$ cat config.mk
export PLATFORM = sky130hd
export DESIGN_NAME = pipeline_stage_ctrl
export DESIGN_NICKNAME = d
export VERILOG_FILES = /design/src/rtl/pipeline_stage_ctrl.sv
export SDC_FILE = /design/constraint.sdc
export NUM_CORES = 1
export LEC_CHECK = 0
export BUFFER_PORTS_ARGS = -buffer_cell sky130_fd_sc_hd__buf_2
export CAP_MARGIN = 20
export CELL_PAD_IN_SITES_DETAIL_PLACEMENT = 0
export CELL_PAD_IN_SITES_GLOBAL_PLACEMENT = 2
export CORE_MARGIN = 4
export CORE_UTILIZATION = 36
export CTS_CLUSTER_DIAMETER = 200
export DETAILED_ROUTE_END_ITERATION = 7
export PLACE_DENSITY_LB_ADDON = 0.15
export RECOVER_POWER = 100
export SYNTH_ARGS = -nofsm -noshare
export SYNTH_HDL_FRONTEND = slang
export SYNTH_SLANG_ARGS = --single-unit
$ cat constraint.sdc
create_clock -name i_clk -period 5.5 [get_ports i_clk]
set_clock_uncertainty 0.1 [all_clocks]
set_input_delay 0.55 -clock i_clk [delete_from_list [all_inputs] [get_ports i_clk]]
set_output_delay 0.55 -clock i_clk [all_outputs]
set_load 0.005 [all_outputs]
$ cat src/rtl/pipeline_stage_ctrl.sv
// ----------------------------------------------------------------------------
// pipeline_stage_ctrl
//   Sequencer for a 5-stage MIPS datapath. Drives a sync reset / enable pair
//   for each of the IF, ID, EXE, MEM and WB stages. It handles post-reset
//   hold-off, load-use stall bubbles, taken-branch flushes and debug
//   halt / single-step. It also keeps saturating stall and flush event
//   counters and a sticky stall-deadlock flag.
//
// Ports
//   i_clk            clock, all state updates on posedge
//   i_rst            asynchronous active-high reset
//   i_reg_stall      ID hazard: the instruction in ID must wait
//   i_branch_taken   branch in MEM resolved taken this cycle
//   i_debug_en       1 = halt pipeline
//   i_debug_step     debug step level; each 0->1 edge advances one cycle
//   o_<stg>_rst      per-stage synchronous reset (stg = if/id/exe/mem/wb)
//   o_<stg>_en       per-stage enable
//   o_stall_cnt      applied-stall cycle count, saturating
//   o_flush_cnt      applied-flush count, saturating
//   o_deadlock_err   sticky: stall held more than STALL_MAX consecutive
//                    applied cycles
//
// States
//   state   | meaning
//   --------+-----------------------------------------------------------
//   ST_INIT | post-reset hold-off, every stage held in reset
//   ST_RUN  | normal operation, advances every cycle unless debug_en
//   ST_HALT | debug halt, advances only on a debug_step rising edge
// ----------------------------------------------------------------------------
module pipeline_stage_ctrl #(
  parameter int RST_CYCLES = 4,
  parameter int CNT_W      = 16,
  parameter int STALL_MAX  = 3
) (
  input  logic             i_clk,
  input  logic             i_rst,
  input  logic             i_reg_stall,
  input  logic             i_branch_taken,
  input  logic             i_debug_en,
  input  logic             i_debug_step,
  output logic             o_if_rst,
  output logic             o_if_en,
  output logic             o_id_rst,
  output logic             o_id_en,
  output logic             o_exe_rst,
  output logic             o_exe_en,
  output logic             o_mem_rst,
  output logic             o_mem_en,
  output logic             o_wb_rst,
  output logic             o_wb_en,
  output logic [CNT_W-1:0] o_stall_cnt,
  output logic [CNT_W-1:0] o_flush_cnt,
  output logic             o_deadlock_err
);

  localparam int RC_W = (RST_CYCLES > 1) ? $clog2(RST_CYCLES) : 1;
  localparam int SR_W = $clog2(STALL_MAX + 2);

  localparam logic [RC_W-1:0] RC_LAST  = RC_W'(RST_CYCLES - 1);
  localparam logic [RC_W-1:0] RC_ONE   = RC_W'(1);
  localparam logic [SR_W-1:0] SR_LIMIT = SR_W'(STALL_MAX + 1);
  localparam logic [SR_W-1:0] SR_MAX   = SR_W'(STALL_MAX);
  localparam logic [SR_W-1:0] SR_ONE   = SR_W'(1);
  localparam logic [CNT_W-1:0] CNT_ONE = CNT_W'(1);

  typedef enum logic [1:0] {
    ST_INIT = 2'd0,
    ST_RUN  = 2'd1,
    ST_HALT = 2'd2
  } state_t;

  state_t           r_state;
  logic [RC_W-1:0]  r_rst_ctr;
  logic [SR_W-1:0]  r_stall_run;
  logic             r_step_q;
  logic [CNT_W-1:0] r_stall_cnt;
  logic [CNT_W-1:0] r_flush_cnt;
  logic             r_deadlock_err;

  logic w_step_pulse;
  logic w_advance;
  logic w_flush;
  logic w_stall;

  assign w_step_pulse = i_debug_step & ~r_step_q;

  // In RUN with debug_en already high the cycle is frozen, matching HALT.
  assign w_advance = ((r_state == ST_RUN)  & ~i_debug_en) |
                     ((r_state == ST_HALT) & w_step_pulse);

  // A flush wins over a stall: the stalled ID instruction is wrong-path anyway.
  assign w_flush = w_advance & i_branch_taken;
  assign w_stall = w_advance & ~i_branch_taken & i_reg_stall;

  always_ff @(posedge i_clk or posedge i_rst) begin
    if (i_rst) begin
      r_state        <= ST_INIT;
      r_rst_ctr      <= '0;
      r_stall_run    <= '0;
      r_step_q       <= 1'b0;
      r_stall_cnt    <= '0;
      r_flush_cnt    <= '0;
      r_deadlock_err <= 1'b0;
    end else begin
      r_step_q <= i_debug_step;

      case (r_state)
        ST_INIT: begin
          if (r_rst_ctr == RC_LAST) begin
            r_state <= i_debug_en ? ST_HALT : ST_RUN;
          end else begin
            r_rst_ctr <= r_rst_ctr + RC_ONE;
          end
        end
        ST_RUN: begin
          if (i_debug_en) begin
            r_state <= ST_HALT;
          end
        end
        ST_HALT: begin
          if (!i_debug_en) begin
            r_state <= ST_RUN;
          end
        end
        default: r_state <= ST_INIT;
      endcase

      if (w_flush) begin
        if (r_flush_cnt != '1) begin
          r_flush_cnt <= r_flush_cnt + CNT_ONE;
        end
        r_stall_run <= '0;
      end else if (w_stall) begin
        if (r_stall_cnt != '1) begin
          r_stall_cnt <= r_stall_cnt + CNT_ONE;
        end
        if (r_stall_run != SR_LIMIT) begin
          r_stall_run <= r_stall_run + SR_ONE;
        end
        // This stall takes the run to STALL_MAX+1 (or it is already there).
        if (r_stall_run >= SR_MAX) begin
          r_deadlock_err <= 1'b1;
        end
      end else if (w_advance) begin
        r_stall_run <= '0;
      end
    end
  end

  // Outputs are combinational so that an async reset reaches the stages at once.
  always_comb begin
    o_if_rst  = 1'b0;
    o_if_en   = 1'b0;
    o_id_rst  = 1'b0;
    o_id_en   = 1'b0;
    o_exe_rst = 1'b0;
    o_exe_en  = 1'b0;
    o_mem_rst = 1'b0;
    o_mem_en  = 1'b0;
    o_wb_rst  = 1'b0;
    o_wb_en   = 1'b0;
    if (r_state == ST_INIT) begin
      o_if_rst  = 1'b1;
      o_id_rst  = 1'b1;
      o_exe_rst = 1'b1;
      o_mem_rst = 1'b1;
      o_wb_rst  = 1'b1;
    end else if (w_flush) begin
      // IF fetches the branch target; wrong-path IF/ID/EXE become bubbles.
      o_if_en   = 1'b1;
      o_id_rst  = 1'b1;
      o_exe_rst = 1'b1;
      o_mem_rst = 1'b1;
      o_wb_en   = 1'b1;
    end else if (w_stall) begin
      // PC and ID hold, a bubble enters EXE, older instructions drain.
      o_exe_rst = 1'b1;
      o_mem_en  = 1'b1;
      o_wb_en   = 1'b1;
    end else if (w_advance) begin
      o_if_en   = 1'b1;
      o_id_en   = 1'b1;
      o_exe_en  = 1'b1;
      o_mem_en  = 1'b1;
      o_wb_en   = 1'b1;
    end
  end

  assign o_stall_cnt    = r_stall_cnt;
  assign o_flush_cnt    = r_flush_cnt;
  assign o_deadlock_err = r_deadlock_err;

endmodule
==> impl_metrics.toml <==
[synth]
post_synth_instance_area_sq_um = 2050
synth_seq_cells = 41
synthMostInstantiatedCell = "sky130_fd_sc_hd__dfrtp_1"
postSynth.asyncResetShare_pct = 100
postSynth.topFlopCell = "sky130_fd_sc_hd__dfrtp_1"
post_synth_inst_count = 189
synthesis.nets = 201
synth.top_cells.by_area = "sky130_fd_sc_hd__dfrtp_1, sky130_fd_sc_hd__xnor2_1, sky130_fd_sc_hd__xor2_1"
dominant_cell_type_by_area_after_synthesis = "sky130_fd_sc_hd__dfrtp_1"
synth.yosys.warnings = 0
synth-edff-count = 0
syn-mean-instance-area_sq_um = 10.8
netlist.area_leader.share_pct = 50.1
synth_sequential_area_ratio_pct = 50.1
synthDistinctLibCells = 41
synth.cells.most_frequent = "sky130_fd_sc_hd__dfrtp_1, sky130_fd_sc_hd__nand2_1, sky130_fd_sc_hd__xnor2_1"

[critical_path]
critical_path.reg2reg.startpoint = "r_state[1]"
path_max_fanout = 10
timing.critical_path.slowest_stage_cell = "sky130_fd_sc_hd__o21ai_0"
worst-r2r-setup-slack_ps = 2980
timing.setup.critical_path_class = "reg2out"
required_ps = 4850
cp.depth = 4
cp_slowest_stage_delay_ps = 920
worst_ep_arrival_time_ps = 2170
critical_path.startpoint = "r_state[1]"
endpoint = "o_exe_rst"
timing.critical_path.max_delay_family = "compound AO/OA/AOI/OAI gates"
worstRegToRegCells = 5
regToRegEndpoint = "o_stall_cnt[14]"
worstPathBufferInverterCount = 1
cp-end-kind = "output pin"
cp_cell_sequence = "and4bb_4 > o21ai_0 > nand2b_1 > clkbuf_1"
cp-start-kind = "flip-flop"

[pwr]
power.leakage_nw = 1.13
pwr_density_cell_nw_per_um2 = 293
ir_worst_vdd_uv = 146
part_of_the_total_power_dissipated_in_sequential_elements_pct = 52.6
internal_power_w = 0.000502
power.switching_w = 0.000203
p_sw_share_pct = 28.8
power_frac_comb_pct = 16.4
clock_power_share_pct = 31.0

[cells_and_area]
net_count_final = 253
syn2layout_area_growth_pct = 17.5
layout-drive-gt1-share_pct = 19.8
antennaDiodeCount = 0
regArea_sq_um = 1030
multi_input_comb_area_sq_um = 936
layout.filler_cells = 575

[clock_tree]
clkSinkCount = 41
cts_setup_buffers = 0
post_cts.resized_instances = 0
clock_tree.buffer_depth = 2
worst_skew_pair.late_latency_ps = 300
cts-hold-fix-buffers = 0
reg_clk_slew_reported_paths_ps = 80
tritoncts_clock_tree = "built"
numCtsBuffers = 5
cts-root-buf = "sky130_fd_sc_hd__clkbuf_8"
cts_h_tree_lvls = 2

[sta]
finalMaxSlewViolations = 42
worst_slew_margin_rel_pct = -47.6
highest_clock_frequency_the_design_can_meet_mhz = 354
fin_crit_ps = 2820
setup_repair_after_global_routing_missed_its_margin = "false"
slew_worst_pin_ps = 2210
final.hold.worst_slack_ps = 285
timing_hold_violations_final = 0
timing.final.crit_share_pct = 51.3
final-setup-viol-count = 0
total_negative_setup_slacks_ps = 0

[worst_hold_path]
hp_class = "in2reg"

[die]
core_area_sq_um = 5510
design.die.area_sq_um = 6960
initial_utilization_pct = 37.2
die_w_um = 83.5
top_level_ports = 49
die_height_um = 83.5
rows = 27

[detailed_routing]
viasPerCell = 4.96
postRouteWirelength_um = 4310
route.antenna.remaining_nets = 0
routedWlPerCell_um = 13.7
route.vias.total = 1559
initial_drc_count = 66
drc = 0
firstDrtPassIters = 4

[run_status]
run_status = "complete, but fails checks"
violations_in_the_final_reports = "capacitance limit, slew limit"

[grt]
total_congestion_overflow_after_global_routing = 0
largest_net_degree_at_the_start_of_global_routing = 42
via_count_of_the_first_global_routing_pass = 1499
grt_pass1_wl_um = 7500
grt_usage_pct = 13.1
grt_antenna_before_repair = 0

[run]
maxCapViolCount = 1

[placed_design]
gp_routability_congestion = 0.685
hpwlAfterDp_um = 3120
io_buffers = 48
-- cell usage in the layout, fill, tap and decap left out, types with 3 or more instances in the layout --
master,synthesis,routed
sky130_fd_sc_hd__a31oi_1,3,4
sky130_fd_sc_hd__clkbuf_8,0,7
sky130_fd_sc_hd__xnor2_1,14,14
sky130_fd_sc_hd__nor2_1,10,11
sky130_fd_sc_hd__nor3_1,8,8
sky130_fd_sc_hd__ha_1,6,6
sky130_fd_sc_hd__nand4_1,9,9
sky130_fd_sc_hd__nand3_1,6,6
sky130_fd_sc_hd__clkbuf_1,1,16
sky130_fd_sc_hd__nor2b_1,3,3
sky130_fd_sc_hd__inv_1,8,8
sky130_fd_sc_hd__buf_2,0,29
sky130_fd_sc_hd__and3_1,5,5
sky130_fd_sc_hd__o21ai_0,4,6
sky130_fd_sc_hd__clkbuf_2,0,3
sky130_fd_sc_hd__a21oi_1,3,3
sky130_fd_sc_hd__xor2_1,12,12
sky130_fd_sc_hd__and4_1,4,4
sky130_fd_sc_hd__nand2_1,14,14
sky130_fd_sc_hd__mux2_2,4,4
sky130_fd_sc_hd__and2_1,4,3
sky130_fd_sc_hd__dfrtp_1,41,41
-- per-layer routing --
layer  vias up  global-route usage [%]  part of all wire [%]
li1        776                       -                     -
met1       744                    18.6                    50
met2        32                    19.0                    44
met3         7                    3.55                   5.0
met4         0                    5.26                   1.5
met5         -                       0                     0
-- cells by family (layout without fill, tap and decap cells) --
kind of cell	after synthesis	in the layout	share of synthesized area, %
muxes	5	5	2.75
and+or+nand+nor	75	75	21.4
xor gates and xnor gates	26	26	11.1
adders and majority gates	6	6	3.66
buffers and inverters	12	65	2.75
AOI/OAI and AO/OA	24	24	8.24
DFF	41	41	50.1
-- worst min path at each step --
stage	startpoint	end	cells past startpoint	slack, ps
2_1_floorplan	r_rst_ctr[0]	r_rst_ctr[0]	1	350
3_3_place_gp	r_rst_ctr[0]	r_rst_ctr[0]	1	360
3_5_place_dp	r_rst_ctr[0]	r_rst_ctr[0]	1	370
4_1_cts	i_debug_step	r_step_q	1	270
5_1_grt	i_debug_step	r_step_q	1	270
6_report	i_debug_step	r_step_q	1	280
-- final cells by class --
class / count / share of cell area [%]
flip-flops and latches: 41 / 42.6
clock inverters: 1 / 0.208
clock buffers: 7 / 4.00
inverters: 8 / 1.25
well taps: 72 / 3.74
repair buffers: 49 / 9.30
multi-input cells: 136 / 38.9
-- power groups by stage --
stage	sequential [W]	combinational (W)	clock (W)
2_1_floorplan	0.000372	0.0000724	0
3_3_place_gp	0.000377	0.000124	0
3_5_place_dp	0.000377	0.000124	0
4_1_cts	0.000371	0.000124	0.000229
5_1_grt	0.000376	0.000132	0.000243
6_report	0.000371	0.000116	0.000219
-- flip-flops by register name, indices dropped and copies added, names as in the netlist --
| signal | cells |
|---|---|
| r_stall_run | 3 |
| r_rst_ctr | 2 |
| o_stall_cnt | 16 |
| r_state | 2 |
| o_deadlock_err | 1 |
| o_flush_cnt | 16 |
| r_step_q | 1 |
-- stage by stage --
step	worst slack, ps	power, W	std cells	utilization (%)	area, sq um
final	2680	0.000706	314	43.7	2410
after global routing	2560	0.000751	314	43.7	2410
after CTS	3090	0.000724	314	44.7	2460
after detailed placement	3100	0.000501	306	42.9	2360
after global placement	3160	0.000501	306	42.9	2360
after floorplan	3470	0.000445	189	-	2050
No activity file was read; power rests on OpenSTA's default activity.
